`config.mk`:
```
export PLATFORM = sky130hd
export DESIGN_NAME = scancode_fifo_flat
export DESIGN_NICKNAME = d
export VERILOG_FILES = /design/src/rtl/scancode_fifo_if.sv /design/src/rtl/scancode_fifo.sv /design/src/flat_wrapper.sv
export SDC_FILE = /design/constraint.sdc
export NUM_CORES = 1
export LEC_CHECK = 0
export BUFFER_PORTS_ARGS = -buffer_cell sky130_fd_sc_hd__clkbuf_2
export CAP_MARGIN = 15
export CORE_MARGIN = 1
export CORE_UTILIZATION = 48
export DETAILED_ROUTE_END_ITERATION = 8
export PLACE_DENSITY_LB_ADDON = 0.08
export SYNTH_ARGS = -nofsm -noshare
export SYNTH_HDL_FRONTEND = slang
export SYNTH_SLANG_ARGS = --single-unit
export TNS_END_PERCENT = 30
```
`constraint.sdc`:
```
create_clock -name sys_clk_i -period 8.3 [get_ports sys_clk_i]
set_clock_uncertainty 0.2 [all_clocks]
set_input_delay 1.245 -clock sys_clk_i [delete_from_list [all_inputs] [get_ports sys_clk_i]]
set_output_delay 1.245 -clock sys_clk_i [all_outputs]
set_load 0.1 [all_outputs]
```
`src/rtl/scancode_fifo_if.sv`:
```
// ============================================================================
// Module      : scancode_fifo_if
// Description : Keyboard-byte input and CPU register bus bundle for scancode_fifo.
// Revision    : 1.0 - initial release
// ============================================================================
`default_nettype none

interface scancode_fifo_if;
    logic [7:0]  kb_data;
    logic        kb_valid;
    logic        reg_sel;
    logic [31:0] wdata;
    logic        wenable;
    logic [31:0] rdata;
    logic        int_pending;

    modport master (
        output kb_data, kb_valid, reg_sel, wdata, wenable,
        input  rdata, int_pending
    );

    modport slave (
        input  kb_data, kb_valid, reg_sel, wdata, wenable,
        output rdata, int_pending
    );
endinterface

`default_nettype wire

```
`src/rtl/scancode_fifo.sv`:
```
// ============================================================================
// Module      : scancode_fifo
// Description : PS/2 scancode FIFO with strobe synchronizer, CPU DATA/CTRL
//               registers and a level interrupt while bytes are queued.
// Revision    : 1.0 - initial release
// ============================================================================
`default_nettype none

module scancode_fifo #(
    parameter int DEPTH = 16
) (
    input  logic            sys_clk_i,
    input  logic            rst_ni,
    scancode_fifo_if.slave  bus
);

    localparam int CW = $clog2(DEPTH + 1);
    localparam int PW = $clog2(DEPTH);

    logic          s1_q, s2_q, s3_q;
    logic [7:0]    mem_q [DEPTH];
    logic [PW-1:0] rp_q, rp_d;
    logic [PW-1:0] wp_q, wp_d;
    logic [CW-1:0] count_q, count_d;
    logic          ovf_q, ovf_d;
    logic          irq_q;

    logic push, ctrl_wr, pop_req, clr_req, flush_req;
    logic empty, full, do_pop, do_push, ovf_set;
    logic [7:0]  head;
    logic [31:0] data_word, status_word;
    logic        unused_wdata;

    assign push      = s2_q & ~s3_q;
    assign ctrl_wr   = bus.wenable & bus.reg_sel;
    assign pop_req   = ctrl_wr & bus.wdata[0];
    assign clr_req   = ctrl_wr & bus.wdata[1];
    assign flush_req = ctrl_wr & bus.wdata[2];
    assign unused_wdata = ^bus.wdata[31:3];

    assign empty = (count_q == '0);
    assign full  = (count_q == CW'(DEPTH));

    // A pop in the same cycle frees the slot, so a push into a full FIFO still lands.
    assign do_pop  = pop_req & ~empty & ~flush_req;
    assign do_push = push & ~flush_req & (~full | do_pop);
    assign ovf_set = push & ~flush_req & full & ~do_pop;

    always_comb begin
        rp_d    = rp_q;
        wp_d    = wp_q;
        count_d = count_q;
        ovf_d   = ovf_q & ~clr_req;
        if (flush_req) begin
            rp_d    = '0;
            wp_d    = '0;
            count_d = '0;
        end else begin
            if (do_pop)  rp_d = rp_q + PW'(1);
            if (do_push) wp_d = wp_q + PW'(1);
            count_d = count_q + CW'(do_push) - CW'(do_pop);
            if (ovf_set) ovf_d = 1'b1;
        end
    end

    always_ff @(posedge sys_clk_i or negedge rst_ni) begin
        if (!rst_ni) begin
            s1_q    <= 1'b0;
            s2_q    <= 1'b0;
            s3_q    <= 1'b0;
            rp_q    <= '0;
            wp_q    <= '0;
            count_q <= '0;
            ovf_q   <= 1'b0;
            irq_q   <= 1'b0;
        end else begin
            s1_q    <= bus.kb_valid;
            s2_q    <= s1_q;
            s3_q    <= s2_q;
            rp_q    <= rp_d;
            wp_q    <= wp_d;
            count_q <= count_d;
            ovf_q   <= ovf_d;
            irq_q   <= (count_d != '0);
        end
    end

    // Storage carries no reset; stale bytes are unreachable once pointers clear.
    always_ff @(posedge sys_clk_i) begin
        if (do_push) mem_q[wp_q] <= bus.kb_data;
    end

    assign head        = empty ? 8'h00 : mem_q[rp_q];
    assign data_word   = {~empty, {(23-CW){1'b0}}, count_q, head};
    assign status_word = {{(24-CW){1'b0}}, count_q, 5'b0, ovf_q, full, ~empty};

    assign bus.rdata       = bus.reg_sel ? status_word : data_word;
    assign bus.int_pending = irq_q;

endmodule

`default_nettype wire

```
`src/flat_wrapper.sv`:
```
// flat-port wrapper written by rule: the top's interface ports become plain ports
module scancode_fifo_flat 
#(
    parameter int DEPTH = 16
)
  (sys_clk_i, rst_ni, bus_kb_data, bus_kb_valid, bus_reg_sel, bus_wdata, bus_wenable, bus_rdata, bus_int_pending);
  scancode_fifo_if bus_i ();
  input  logic sys_clk_i;
  input  logic rst_ni;
  input wire logic [$bits(bus_i.kb_data)-1:0] bus_kb_data;
  input wire logic [$bits(bus_i.kb_valid)-1:0] bus_kb_valid;
  input wire logic [$bits(bus_i.reg_sel)-1:0] bus_reg_sel;
  input wire logic [$bits(bus_i.wdata)-1:0] bus_wdata;
  input wire logic [$bits(bus_i.wenable)-1:0] bus_wenable;
  output wire logic [$bits(bus_i.rdata)-1:0] bus_rdata;
  output wire logic [$bits(bus_i.int_pending)-1:0] bus_int_pending;
  assign bus_i.kb_data = bus_kb_data;
  assign bus_i.kb_valid = bus_kb_valid;
  assign bus_i.reg_sel = bus_reg_sel;
  assign bus_i.wdata = bus_wdata;
  assign bus_i.wenable = bus_wenable;
  assign bus_rdata = bus_i.rdata;
  assign bus_int_pending = bus_i.int_pending;
  scancode_fifo #(.DEPTH(DEPTH)) u_core (.sys_clk_i(sys_clk_i), .rst_ni(rst_ni), .bus(bus_i));
endmodule
```
# After elaboration in Yosys (flattened, before gate mapping)
# Memory sizes are Yosys's and may differ from the RTL's.
# Index checks and enable logic that the tools add are counted.
classes:
  addsub: 4
  n_eq_ne: 1
  mux: 11
  bitwise_logic: 19
  reduce_logical: 4
ops:
  columns: ["cell", "count"]
  rows:
  - ["32-bit two-way mux", 1]
  - ["4-bit two-way mux", 4]
  - ["1-bit bitwise AND", 12]
  - ["4-bit by 1-bit adder with 4-bit output, second input constant", 2]
  - ["8-bit two-way mux", 1]
  - ["1-bit inverter", 6]
  - ["5-bit by 1-bit adder with 5-bit output", 1]
  - ["5-bit equality test, second input constant", 1]
  - ["5-bit logical NOT", 1]
  - ["5-bit two-way mux", 1]
  - ["5-bit nonzero test", 1]
  - ["5-bit by 1-bit subtractor with 5-bit output", 1]
  - ["1-bit two-way mux", 4]
  - ["2-bit nonzero test", 2]
  - ["1-bit OR", 1]
word_totals:
  regBits: 18
  mem_bits_rw: 128
  inputBits: 45
  out_inout_bits: 33
  word_cells: 48
  n_memories: 1
memory_table:
  columns: ["memory", "words", "width", "rd", "rd_ports_with_merged_regs", "wr", "line_no", "text"]
  rows:
  - ["u_core.mem_q", 16, 8, 1, 0, 1, "scancode_fifo.sv:21", "logic [7:0] mem_q [DEPTH];"]

# Longest topological paths before layout
logic_depth:
  ltp_word: 10
  mapped_depth: 14
  mapped_depth_nobuf: 14

# Least setup slack after synthesis
# No wires, ideal clock.
synth_timing:
  kind: "reg-to-output"
  start: "register u_core.count_q[2]"
  end: "output bus_rdata[7]"
  arrival_ns: 4.783
  required_ns: 6.855
  path_slack_ns: 2.072
  path_stages_with_launch: 7
  n_path_buf: 0
  cell_sequence: "dfrtp_1 inv_1 ha_1 nor4b_2 nor2_1 nand2_1 o22ai_1"
synth_via:
  elab_chain_len: 3
synth_lines:
  columns: ["item", "line_no", "text"]
  rows:
  - ["start, declared", "scancode_fifo.sv:24", "logic [CW-1:0] count_q, count_d;"]
  - ["start signal, assigned", "scancode_fifo.sv:82", "count_q <= count_d;"]
  - ["5-bit logical NOT", "scancode_fifo.sv:41", "assign empty = (count_q == '0);"]
  - ["8-bit two-way mux", "scancode_fifo.sv:93", "assign head = empty ? 8'h00 : mem_q[rp_q];"]
  - ["32-bit two-way mux", "scancode_fifo.sv:97", "assign bus.rdata = bus.reg_sel ? status_word : data_word;"]
  - ["end, declared", "flat_wrapper.sv:15", "output wire logic [$bits(bus_i.rdata)-1:0] bus_rdata;"]
# Every way passes these cells.

# Final worst setup path
layout_timing:
  start: "register u_core.rp_q[2]"
  end: "output bus_rdata[0]"
layout_via:
  elab_chain_len: 3
layout_lines:
  columns: ["item", "line_no", "text"]
  rows:
  - ["start, declared", "scancode_fifo.sv:22", "logic [PW-1:0] rp_q, rp_d;"]
  - ["start signal, assigned", "scancode_fifo.sv:80", "rp_q <= rp_d;"]
  - ["memory read 16 x 8 bit", null, null]
  - ["8-bit two-way mux", "scancode_fifo.sv:93", null]
  - ["32-bit two-way mux", "scancode_fifo.sv:97", null]
# Every way passes these cells.

==> results.json <==
{
  "crit_arrival_ns": 3.07,
  "hold_buffers": 0,
  "cts.sinks": 146,
  "grt_use_total_pct": 19.6,
  "syn2layout_area_growth_pct": 13.6,
  "regToRegSetupSlack_ns": 5.14,
  "ys_types": 47,
  "dr.pass1.iters": 4,
  "cts_buffer_depth": 2,
  "ys_ff_latch": 146,
  "dp_hpwl_mm": 7.49,
  "worst_pin_slew_ns": 0.994,
  "rr_endpoint": "u_core.bus.int_pending$_DFF_PN0_",
  "port_buffers": 30,
  "tns_ns": 0,
  "clk_pin_slew_ns": 0.06,
  "ys.flop_type": "edfxtp_1",
  "synth_area_leaders": "edfxtp_1 (62%), mux4_2 (9.4%), dfrtp_1 (7.2%), mux2i_1 (3.4%), buf_4 (2.7%)",
  "crit_path_end_kind": "output pin",
  "rsz0062_at_grt": "false",
  "clock.fmax_ghz": 0.221,
  "clock_latency_ns": 0.42,
  "power.internal_mw": 1.52,
  "mostFrequentLayoutCells": "edfxtp_1 (128), clkbuf_2 (30), mux4_2 (26)",
  "cts_htree_levels": 4,
  "hold_viol_final": 0,
  "p_sw_mw": 0.879,
  "synth.top_cell.area_share_pct": 61.7,
  "crit_type": "register to output pin",
  "antenna_found_initial": 0,
  "synth_area_per_cell_um2": 17.2,
  "syn_inst": 361,
  "crit_path_cell_trace": "buf_4 -> mux4_1 -> nor2b_1 -> a2111oi_2 -> nor3_1 -> clkbuf_2",
  "max_stage_delay_ns": 0.89,
  "r2r-start": "u_core.count_q[2]$_DFF_PN0_",
  "status": "finished, final reports clean",
  "synth_warnings": 0,
  "fin_crit_sh_pct": 54.4,
  "finalCriticalPeriod_ns": 4.52,
  "rows": 41,
  "place.gp.congestion": 0.779,
  "grt_max_degree": 41,
  "clkPwrFrac_pct": 29.9,
  "diodes": 0,
  "postSynth.asyncResetShare_pct": 12.3,
  "p_leak_nw": 2.52,
  "seq_area_um2": 4300,
  "die_w_um": 116,
  "fillCellCount": 1015,
  "synth-seq-area-share_pct": 69.0,
  "synth_edf_count": 128,
  "hold_depth": 0,
  "cellPowerDensity_nw_per_um2": 339,
  "post_cts_resized": 0,
  "ir_drop_uv": 235,
  "cp-startpoint": "u_core.rp_q[2]$_DFFE_PN0P_",
  "die_area_um2": 13400,
  "combPwrFrac_pct": 31.9,
  "cp.required_ns": 6.86,
  "num_vias": 3149,
  "p_seq_share_pct": 38.2,
  "drv_slew": 0,
  "hp-class": "register to register",
  "post-route-util_pct": 56.0,
  "drc": 0,
  "synth_largest_area_cell": "edfxtp_1",
  "critPathLaunchType": "register",
  "cts_buffers": 17,
  "vias_per_cell": 5.37,
  "place_ws_ns": 4.08,
  "final_antenna_net_count": 0,
  "cap_violations": 0,
  "first_iter_violations": 208,
  "syn_area_um2": 6230,
  "wl_mm": 11.9,
  "grt_pass1_vias": 3064,
  "holdPathEnd": "u_core.s2_q$_DFF_PN0_",
  "grt_overflow": 0,
  "reg2reg_depth": 14,
  "cts_tree": "built",
  "hold_start": "u_core.s1_q$_DFF_PN0_",
  "multi_input_area_um2": 1730,
  "start_util_pct": 49.3,
  "setup_violations": 0,
  "wl_per_cell_um": 20.3,
  "io_pins": 78,
  "crit_fanout": 15,
  "relSlewSlack_pct": 33.5,
  "worst_slack_ns": 3.78,
  "drive_above_1_share_pct": 25.4,
  "core_region_area_um2": 12600,
  "slowest_stage": "dfrtp_1",
  "layout_commonest_cell": "edfxtp_1",
  "grt_pass1_wl_mm": 18.0,
  "p_sw_share_pct": 36.6,
  "cts-root-buf": "clkbuf_16",
  "cts_setup_buffers": 0,
  "die_h_um": 116,
  "finalNetCount": 460
}
[critical path, delay by kind of cell, from the launching register on]
| family | cells | cell delay, ns |
|---|---|---|
| AOI/OAI and AO/OA | 1 | 0.36 |
| buffers and inverters | 2 | 0.78 |
| muxes | 1 | 0.33 |
| DFF | 1 | 0.89 |
| and+or+nand+nor | 2 | 0.28 |
[worst max-delay path by stage]
stage                   end  slack [ns]  cells past startpoint
3_5_place_dp   bus_rdata[7]        4.08                      4
6_report       bus_rdata[0]        3.78                      6
4_1_cts        bus_rdata[0]        3.76                      6
5_1_grt        bus_rdata[0]        3.66                      6
3_3_place_gp   bus_rdata[7]        4.08                      5
2_1_floorplan  bus_rdata[7]        2.07                      6
[power groups by stage]
stage                     clock network (mW)  logic [mW]  registers [mW]
after floorplan                            0       0.566           0.990
after global routing                   0.755       0.820           0.923
after detailed placement                   0       0.772           0.931
final                                  0.717       0.766           0.915
after CTS                              0.730       0.774           0.916
after global placement                     0       0.769           0.928
[kinds of logic (layout without fill, tap and decap cells)]
kind of cell | count (synthesis) | count (layout) | synth area share (%)
AO/OA/AOI/OAI | 26 | 26 | 2.93
XOR/XNOR | 10 | 10 | 1.41
adder cells (fa/ha/maj) | 12 | 12 | 2.53
buffers and inverters | 50 | 86 | 4.84
flip-flops | 146 | 146 | 69.0
multiplexers | 49 | 49 | 13.4
other | 1 | 18 | 0.0602
AND/OR/NAND/NOR | 67 | 67 | 5.89
[state kept, by name, summed over array words and instances, names as in the netlist]
signal,cells
u_core.wp_q,4
u_core.bus.int_pending,1
u_core.rp_q,4
u_core.s3_q,1
u_core.mem_q,128
u_core.s2_q,1
u_core.count_q,5
u_core.s1_q,1
u_core.ovf_q,1
[cell usage after synthesis (2+ instances only)]
master and count:
and3_1 2, clkbuf_1 3, or3_1 2, nor4_1 4
nor4b_2 2, a31oi_1 3, buf_4 22, ha_1 11
dfrtp_1 18, a2111oi_2 2, nor2_1 19, nand2b_1 2
buf_2 4, nor3b_1 3, edfxtp_1 128, and2_1 4
mux2i_1 21, nand4_1 2, xor2_1 5, mux4_2 26
o22ai_1 7, nor2b_1 3, inv_1 15, o21ai_0 3
buf_1 2, xnor2_1 5, nand2_1 11, a21oi_1 5
buf_6 2, nor3_1 7, nand3_1 2
[area by class of cell]
cell class              instances  area share, %
clock buffers                  20           6.17
repair buffers                 40           3.18
clock inverters                10           1.61
well taps                     172           3.04
multi-input cells             182           24.4
inverters                      16          0.849
flip-flops and latches        146           60.7
[layer usage]
| metal | GRT usage, % | routed length (um) | part of all wire [%] | vias to the layer above |
|---|---|---|---|---|
| li1 | - | - | - | 1444 |
| met1 | 27.8 | 5550 | 47 | 1606 |
| met2 | 29.3 | 5650 | 48 | 82 |
| met3 | 4.39 | 494 | 4.2 | 17 |
| met4 | 8.29 | 191 | 1.6 | 0 |
| met5 | 0 | 0 | 0 | - |
[per-stage QoR]
stage	hold slack (ns)	instance area, um2	std cells	total power [mW]
2_1_floorplan	0.131	6290	378	1.56
3_3_place_gp	0.138	6520	556	1.70
3_5_place_dp	0.139	6520	556	1.70
4_1_cts	0.150	7070	586	2.42
5_1_grt	0.151	7070	586	2.50
6_report	0.142	7070	586	2.40
No activity file was read; power rests on OpenSTA's default activity.
